### src/rtl/uart_pkg.sv
// Shared types and defaults for the UART transceiver: FSM state encoding,
// default bit timing / word size, and the mid-bit sample point.
package uart_pkg;

    typedef enum logic [2:0] {
        IDLE,
        START,
        DATA,
        STOP,
        CLEANUP
    } uart_state_t;

    localparam int CLKS_PER_BIT_DEF = 1085;
    localparam int WORD_DEF         = 9;

    // Count value at which a bit is sampled in its centre.
    function automatic int mid_bit(input int clks_per_bit);
        return (clks_per_bit - 1) / 2;
    endfunction

endpackage

### src/rtl/uart_bit_timer.sv
// Bit-period counter: wraps at CLKS_PER_BIT-1 (o_Last) and flags the mid-bit
// count (o_Mid). i_Clear holds the count at zero.
module uart_bit_timer
    import uart_pkg::*;
#(
    parameter int CLKS_PER_BIT = CLKS_PER_BIT_DEF
) (
    input  logic i_Clock,
    input  logic i_Reset,
    input  logic i_Clear,
    output logic o_Last,
    output logic o_Mid
);

    localparam int            CW   = $clog2(CLKS_PER_BIT);
    localparam logic [CW-1:0] LAST = CW'(CLKS_PER_BIT - 1);
    localparam logic [CW-1:0] MID  = CW'(mid_bit(CLKS_PER_BIT));

    logic [CW-1:0] r_Count;

    always_ff @(posedge i_Clock) begin
        if (i_Reset || i_Clear || o_Last)
            r_Count <= '0;
        else
            r_Count <= r_Count + CW'(1);
    end

    assign o_Last = (r_Count == LAST);
    assign o_Mid  = (r_Count == MID);

endmodule

### src/rtl/uart_transceiver.sv
// Full-duplex 8N1-style UART (WORD data bits, no parity) with independent TX/RX FSMs.
// Optional UART_RX_FRAME_ERR_EN: reject frames with a low stop bit and pulse o_Rx_Frame_Err.
module uart_transceiver
    import uart_pkg::*;
#(
    parameter int CLKS_PER_BIT = CLKS_PER_BIT_DEF,
    parameter int WORD         = WORD_DEF
) (
    input  logic            i_Clock,
    input  logic            i_Reset,
    input  logic            i_Tx_DV,
    input  logic [WORD-1:0] i_Tx_Byte,
    output logic            o_Tx_Active,
    output logic            o_Tx_Serial,
    output logic            o_Tx_Done,
    input  logic            i_Rx_Serial,
    output logic            o_Rx_DV,
`ifdef UART_RX_FRAME_ERR_EN
    output logic            o_Rx_Frame_Err,
`endif
    output logic [WORD-1:0] o_Rx_Byte
);

    localparam int            IW       = (WORD > 1) ? $clog2(WORD) : 1;
    localparam logic [IW-1:0] LAST_IDX = IW'(WORD - 1);

    // ---------------- TX path ----------------
    uart_state_t     r_Tx_State;
    logic [WORD-1:0] r_Tx_Data;
    logic [IW-1:0]   r_Tx_Idx;
    logic [IW-1:0]   w_Tx_Next_Idx;
    logic            r_Tx_Serial, r_Tx_Active, r_Tx_Done;
    logic            w_Tx_Last, w_Tx_Mid_unused;

    assign w_Tx_Next_Idx = r_Tx_Idx + IW'(1);

    uart_bit_timer #(.CLKS_PER_BIT(CLKS_PER_BIT)) u_tx_timer (
        .i_Clock (i_Clock),
        .i_Reset (i_Reset),
        .i_Clear (r_Tx_State == IDLE),
        .o_Last  (w_Tx_Last),
        .o_Mid   (w_Tx_Mid_unused)
    );

    always_ff @(posedge i_Clock) begin
        if (i_Reset) begin
            r_Tx_State  <= IDLE;
            r_Tx_Data   <= '0;
            r_Tx_Idx    <= '0;
            r_Tx_Serial <= 1'b1;
            r_Tx_Active <= 1'b0;
            r_Tx_Done   <= 1'b0;
        end else begin
            r_Tx_Done <= 1'b0;
            case (r_Tx_State)
                IDLE: begin
                    r_Tx_Serial <= 1'b1;
                    r_Tx_Idx    <= '0;
                    if (i_Tx_DV) begin
                        r_Tx_Data   <= i_Tx_Byte;
                        r_Tx_Serial <= 1'b0;
                        r_Tx_Active <= 1'b1;
                        r_Tx_State  <= START;
                    end
                end
                START: if (w_Tx_Last) begin
                    r_Tx_Serial <= r_Tx_Data[0];
                    r_Tx_State  <= DATA;
                end
                DATA: if (w_Tx_Last) begin
                    if (r_Tx_Idx == LAST_IDX) begin
                        r_Tx_Serial <= 1'b1;
                        r_Tx_State  <= STOP;
                    end else begin
                        r_Tx_Idx    <= w_Tx_Next_Idx;
                        r_Tx_Serial <= r_Tx_Data[w_Tx_Next_Idx];
                    end
                end
                STOP: if (w_Tx_Last) begin
                    r_Tx_Done   <= 1'b1;
                    r_Tx_Active <= 1'b0;
                    r_Tx_State  <= CLEANUP;
                end
                CLEANUP: r_Tx_State <= IDLE;
                default: r_Tx_State <= IDLE;
            endcase
        end
    end

    assign o_Tx_Serial = r_Tx_Serial;
    assign o_Tx_Active = r_Tx_Active;
    assign o_Tx_Done   = r_Tx_Done;

    // ---------------- RX path ----------------
    uart_state_t     r_Rx_State;
    logic            r_Rx_Sync1, r_Rx_Sync2;
    logic [WORD-1:0] r_Rx_Data, r_Rx_Byte;
    logic [IW-1:0]   r_Rx_Idx;
    logic            r_Rx_DV;
    logic            w_Rx, w_Rx_Last, w_Rx_Mid, w_Rx_Clear;
`ifdef UART_RX_FRAME_ERR_EN
    logic            r_Rx_Frame_Err;
`endif

    assign w_Rx = r_Rx_Sync2;
    // Re-centre the timer on the middle of the start bit so every later
    // sample lands mid-bit one full period apart.
    assign w_Rx_Clear = (r_Rx_State == IDLE) || (r_Rx_State == START && w_Rx_Mid);

    uart_bit_timer #(.CLKS_PER_BIT(CLKS_PER_BIT)) u_rx_timer (
        .i_Clock (i_Clock),
        .i_Reset (i_Reset),
        .i_Clear (w_Rx_Clear),
        .o_Last  (w_Rx_Last),
        .o_Mid   (w_Rx_Mid)
    );

    always_ff @(posedge i_Clock) begin
        if (i_Reset) begin
            r_Rx_Sync1 <= 1'b1;
            r_Rx_Sync2 <= 1'b1;
        end else begin
            r_Rx_Sync1 <= i_Rx_Serial;
            r_Rx_Sync2 <= r_Rx_Sync1;
        end
    end

    always_ff @(posedge i_Clock) begin
        if (i_Reset) begin
            r_Rx_State <= IDLE;
            r_Rx_Data  <= '0;
            r_Rx_Byte  <= '0;
            r_Rx_Idx   <= '0;
            r_Rx_DV    <= 1'b0;
`ifdef UART_RX_FRAME_ERR_EN
            r_Rx_Frame_Err <= 1'b0;
`endif
        end else begin
            r_Rx_DV <= 1'b0;
`ifdef UART_RX_FRAME_ERR_EN
            r_Rx_Frame_Err <= 1'b0;
`endif
            case (r_Rx_State)
                IDLE: begin
                    r_Rx_Idx <= '0;
                    if (!w_Rx) r_Rx_State <= START;
                end
                START: if (w_Rx_Mid) r_Rx_State <= w_Rx ? IDLE : DATA;
                DATA: if (w_Rx_Last) begin
                    r_Rx_Data[r_Rx_Idx] <= w_Rx;
                    if (r_Rx_Idx == LAST_IDX)
                        r_Rx_State <= STOP;
                    else
                        r_Rx_Idx <= r_Rx_Idx + IW'(1);
                end
                STOP: if (w_Rx_Last) begin
`ifdef UART_RX_FRAME_ERR_EN
                    if (w_Rx) begin
                        r_Rx_Byte <= r_Rx_Data;
                        r_Rx_DV   <= 1'b1;
                    end else begin
                        r_Rx_Frame_Err <= 1'b1;
                    end
`else
                    r_Rx_Byte <= r_Rx_Data;
                    r_Rx_DV   <= 1'b1;
`endif
                    r_Rx_State <= CLEANUP;
                end
                CLEANUP: r_Rx_State <= IDLE;
                default: r_Rx_State <= IDLE;
            endcase
        end
    end

    assign o_Rx_DV   = r_Rx_DV;
    assign o_Rx_Byte = r_Rx_Byte;
`ifdef UART_RX_FRAME_ERR_EN
    assign o_Rx_Frame_Err = r_Rx_Frame_Err;
`endif

endmodule

### config.mk
export PLATFORM = sky130hd
export DESIGN_NAME = uart_transceiver
export DESIGN_NICKNAME = d
export VERILOG_FILES = /design/src/rtl/uart_pkg.sv /design/src/rtl/uart_bit_timer.sv /design/src/rtl/uart_transceiver.sv
export SDC_FILE = /design/constraint.sdc
export NUM_CORES = 1
export LEC_CHECK = 0
export CAP_MARGIN = 20
export CORE_ASPECT_RATIO = 1.4
export CORE_MARGIN = 2
export CORE_UTILIZATION = 30
export DETAILED_ROUTE_END_ITERATION = 8
export SYNTH_ARGS = -nofsm -noshare
export SYNTH_HDL_FRONTEND = slang
export SYNTH_SLANG_ARGS = --single-unit
### constraint.sdc
create_clock -name i_Clock -period 2.6 [get_ports i_Clock]
set_input_delay 0.52 -clock i_Clock [delete_from_list [all_inputs] [get_ports i_Clock]]
set_output_delay 0.52 -clock i_Clock [all_outputs]
set_load 0.1 [all_outputs]
==> results_dict.tcl <==
set metrics [dict create \
    detail-route-antenna-nets 0 \
    regArea_mm2 0.001381 \
    seqPwrFrac_pct 45.1 \
    cts_made_buffers 9 \
    layout-drive-gt1-share_pct 11.57 \
    ctsResizeCount 0 \
    rows 44 \
    min_to "r_Rx_Sync2" \
    clk_latency_ns 0.33 \
    p_sw_mw 0.6141 \
    wirelength_met1_um 2775 \
    cpPeakStageDelay_ns 0.66 \
    gp_congestion 0.7586 \
    yosysUniqueCellTypes 55 \
    grt_pass1_wl_um 11110 \
    h-tree-depth 3 \
    cp_max_fo 6 \
    die_x_um 91.43 \
    synthTopCellsByArea "dfxtp_1 (43%), mux2i_1 (6.9%), nor2_1 (5.0%), ha_1 (4.3%), xor2_1 (4.1%)" \
    syn-num-nets 386 \
    pre_cts_ws_ns 0.3839 \
    fill_cells 1055 \
    post-dp-hpwl_um 4591 \
    combPwrFrac_pct 8.2 \
    rsz0062_at_grt "false" \
    synth-edff-count 0 \
    post-cts-setup-buffers 0 \
    viasPerCell 4.789 \
    period_share_pct 86.02 \
    diodes 0 \
    route.detailed.drc 0 \
    cts_buffer_depth 2 \
    worstHoldStart "r_Rx_Sync1" \
    powerDensity_mw_per_mm2 639.4 \
    max_cap_violations 0 \
    antenna_found_initial 0 \
    wire_per_inst_um 12.17 \
    cp.required_ns 2.86 \
    first_iter_violations 87 \
    fp.dieH_um 126.4 \
    clockRootBuffer "clkbuf_16" \
    grt_use_total_pct 11.67 \
    netlist_area_mm2 0.003211 \
    finish.utilization_pct 36.94 \
    rr_startpoint "u_rx_timer.r_Count[7]" \
    end_kind "register" \
    synth-seq-area-share_pct 43.02 \
    status "finished clean" \
    synth-seq-cells 69 \
    clock.fmax_mhz 447.1 \
    r2r-end "r_Rx_Idx[3]" \
    clockPowerShare_pct 46.7 \
    fp.coreArea_mm2 0.01041 \
    cp_num_buf_inv 0 \
    start_util_pct 30.86 \
    wl_um 6413 \
    cts_tree "done" \
    post-route-min-period_ns 2.237 \
    min_path_cells 1 \
    clock-skew-final_ns 0.01067 \
    cts_sinks 69 \
    synth_top_area_cell "dfxtp_1" \
    layout.nets 408 \
    crit_family "simple AND/OR/NAND/NOR gates" \
    finalPower_mw 2.458 \
    syn_avg_cell_area_um2 8.869 \
    startpoint_type "register" \
    synthArstFlopShare_pct 0 \
    leakagePower_nw 1.376 \
    r2r_cells 4 \
    overflow 0 \
    tightest_slew_ns 0.5506 \
    ys.flop_type "dfxtp_1" \
    maxSlewHeadroom_pct 62.98 \
    vdd_drop_max_uv 363.2 \
    areaGrowthSynthToFinish_pct 19.72 \
    critPathKind "reg -> reg" \
    hold-worst-slack_ns 0.4133 \
    io_pins 26 \
    via_count 2524 \
    grt_pass1_vias 2447 \
    cp_cell_sequence "or4b_1 > o41a_1 > or4_1 > a21boi_1" \
    drv_slew 0 \
    ctsHoldBuffers 0 \
    finalSetupViolCount 0 \
    hold_viol_final 0 \
    wl_met3_um 214 \
    min_path_type "reg -> reg" \
    cp.arrival_ns 2.49 \
    wl_met2_um 3320 \
    yosys_warnings 0 \
    tns_ns 0 \
    top_layer "met4" \
    multi_input_area_mm2 0.001690 \
    dieArea_mm2 0.01156 \
    slowest_stage "or4b_1" \
    dr.pass1.iters 4 \
    grt_max_degree 28 \
    fin_ws_ns 0.3635 \
    p_int_mw 1.843 \
    syn_inst 362 \
    sw_frac_of_total_pct 24.99 \
    clkTransAtPathRegs_ns 0.06 \
    timing.critical_path.from "u_rx_timer.r_Count[7]" \
    portBuffers 25 \
    synth_top_area_share_pct 43.02 \
    ff2ff_setup_slack_ns 0.36 \
]
power by group through the flow:
stage | combinational [mW] | clock, mW | sequential, mW
2_1_floorplan | 0.133 | 0 | 1.14
3_3_place_gp | 0.193 | 0 | 1.13
3_5_place_dp | 0.203 | 0 | 1.13
4_1_cts | 0.204 | 1.18 | 1.11
5_1_grt | 0.226 | 1.23 | 1.11
6_report | 0.201 | 1.15 | 1.11
cell families after synthesis:
logic type      share of synthesized area (%)
flops                                   43.02
buf+inv                                 4.520
mux                                     7.911
compound gates                          7.951
fa+ha+maj                               4.287
simple gates                            26.58
xor+xnor                                5.729
cell usage in the layout, fill, tap and decap left out, drive strengths merged, types with 6 or more instances in the layout:
master	netlist	routed
a21oi	16	16
buf	4	19
clkbuf	16	11
clkdlybuf4s50	0	11
dfxtp	69	69
ha	11	11
inv	15	17
mux2i	22	22
nand2	32	32
nand2b	11	11
nand3	17	17
nand4	9	9
nor2	43	43
nor3	11	11
or3	6	6
xnor2	6	6
xor2	15	15
area by class of cell:
| type | count | area share [%] |
|---|---|---|
| clock buffer | 10 | 6.217 |
| timing repair buffer | 31 | 6.706 |
| inverter | 15 | 1.465 |
| multi-input combinational | 258 | 43.98 |
| clock inverter | 6 | 1.204 |
| tap | 138 | 4.492 |
| sequential | 69 | 35.94 |
flip-flops by register name, indices dropped and copies added, names as in the netlist, 3 cells and up:
name / cells
r_Rx_Data: 9
o_Rx_Byte: 9
u_rx_timer.r_Count: 11
r_Tx_State: 3
r_Tx_Idx: 4
r_Rx_Idx: 4
u_tx_timer.r_Count: 11
r_Rx_State: 3
r_Tx_Data: 9
cells in the mapped netlist (all sizes together) (6+ instances only):
cell type / instances
nand2b: 11
ha: 11
dfxtp: 69
or3: 6
xnor2: 6
nand3: 17
nor2: 43
xor2: 15
nor3: 11
mux2i: 22
clkbuf: 16
nand4: 9
inv: 15
a21oi: 16
nand2: 32
worst max-delay path by stage:
stage / end / slack, ns / cells after the start
6_report: r_Rx_Idx[3] / 0.36 / 4
5_1_grt: r_Rx_Idx[3] / 0.29 / 4
4_1_cts: r_Rx_Idx[3] / 0.38 / 4
3_5_place_dp: r_Rx_Idx[3] / 0.38 / 4
3_3_place_gp: u_rx_timer.r_Count[5] / 0.33 / 3
2_1_floorplan: r_Rx_Idx[3] / 0.52 / 5
through the flow:
step | instance area (um^2) | instances
after floorplan | 3211 | 362
after global placement | 3551 | 510
after detailed placement | 3558 | 511
after CTS | 3844 | 527
after global routing | 3844 | 527
final | 3844 | 527
per-layer routing:
layer	global-route usage [%]	vias up
li1	-	1304
met1	13.05	1170
met2	20.80	38
met3	3.444	12
met4	4.278	0
met5	0	-
Note: power is estimated with default switching activity, not from simulation.
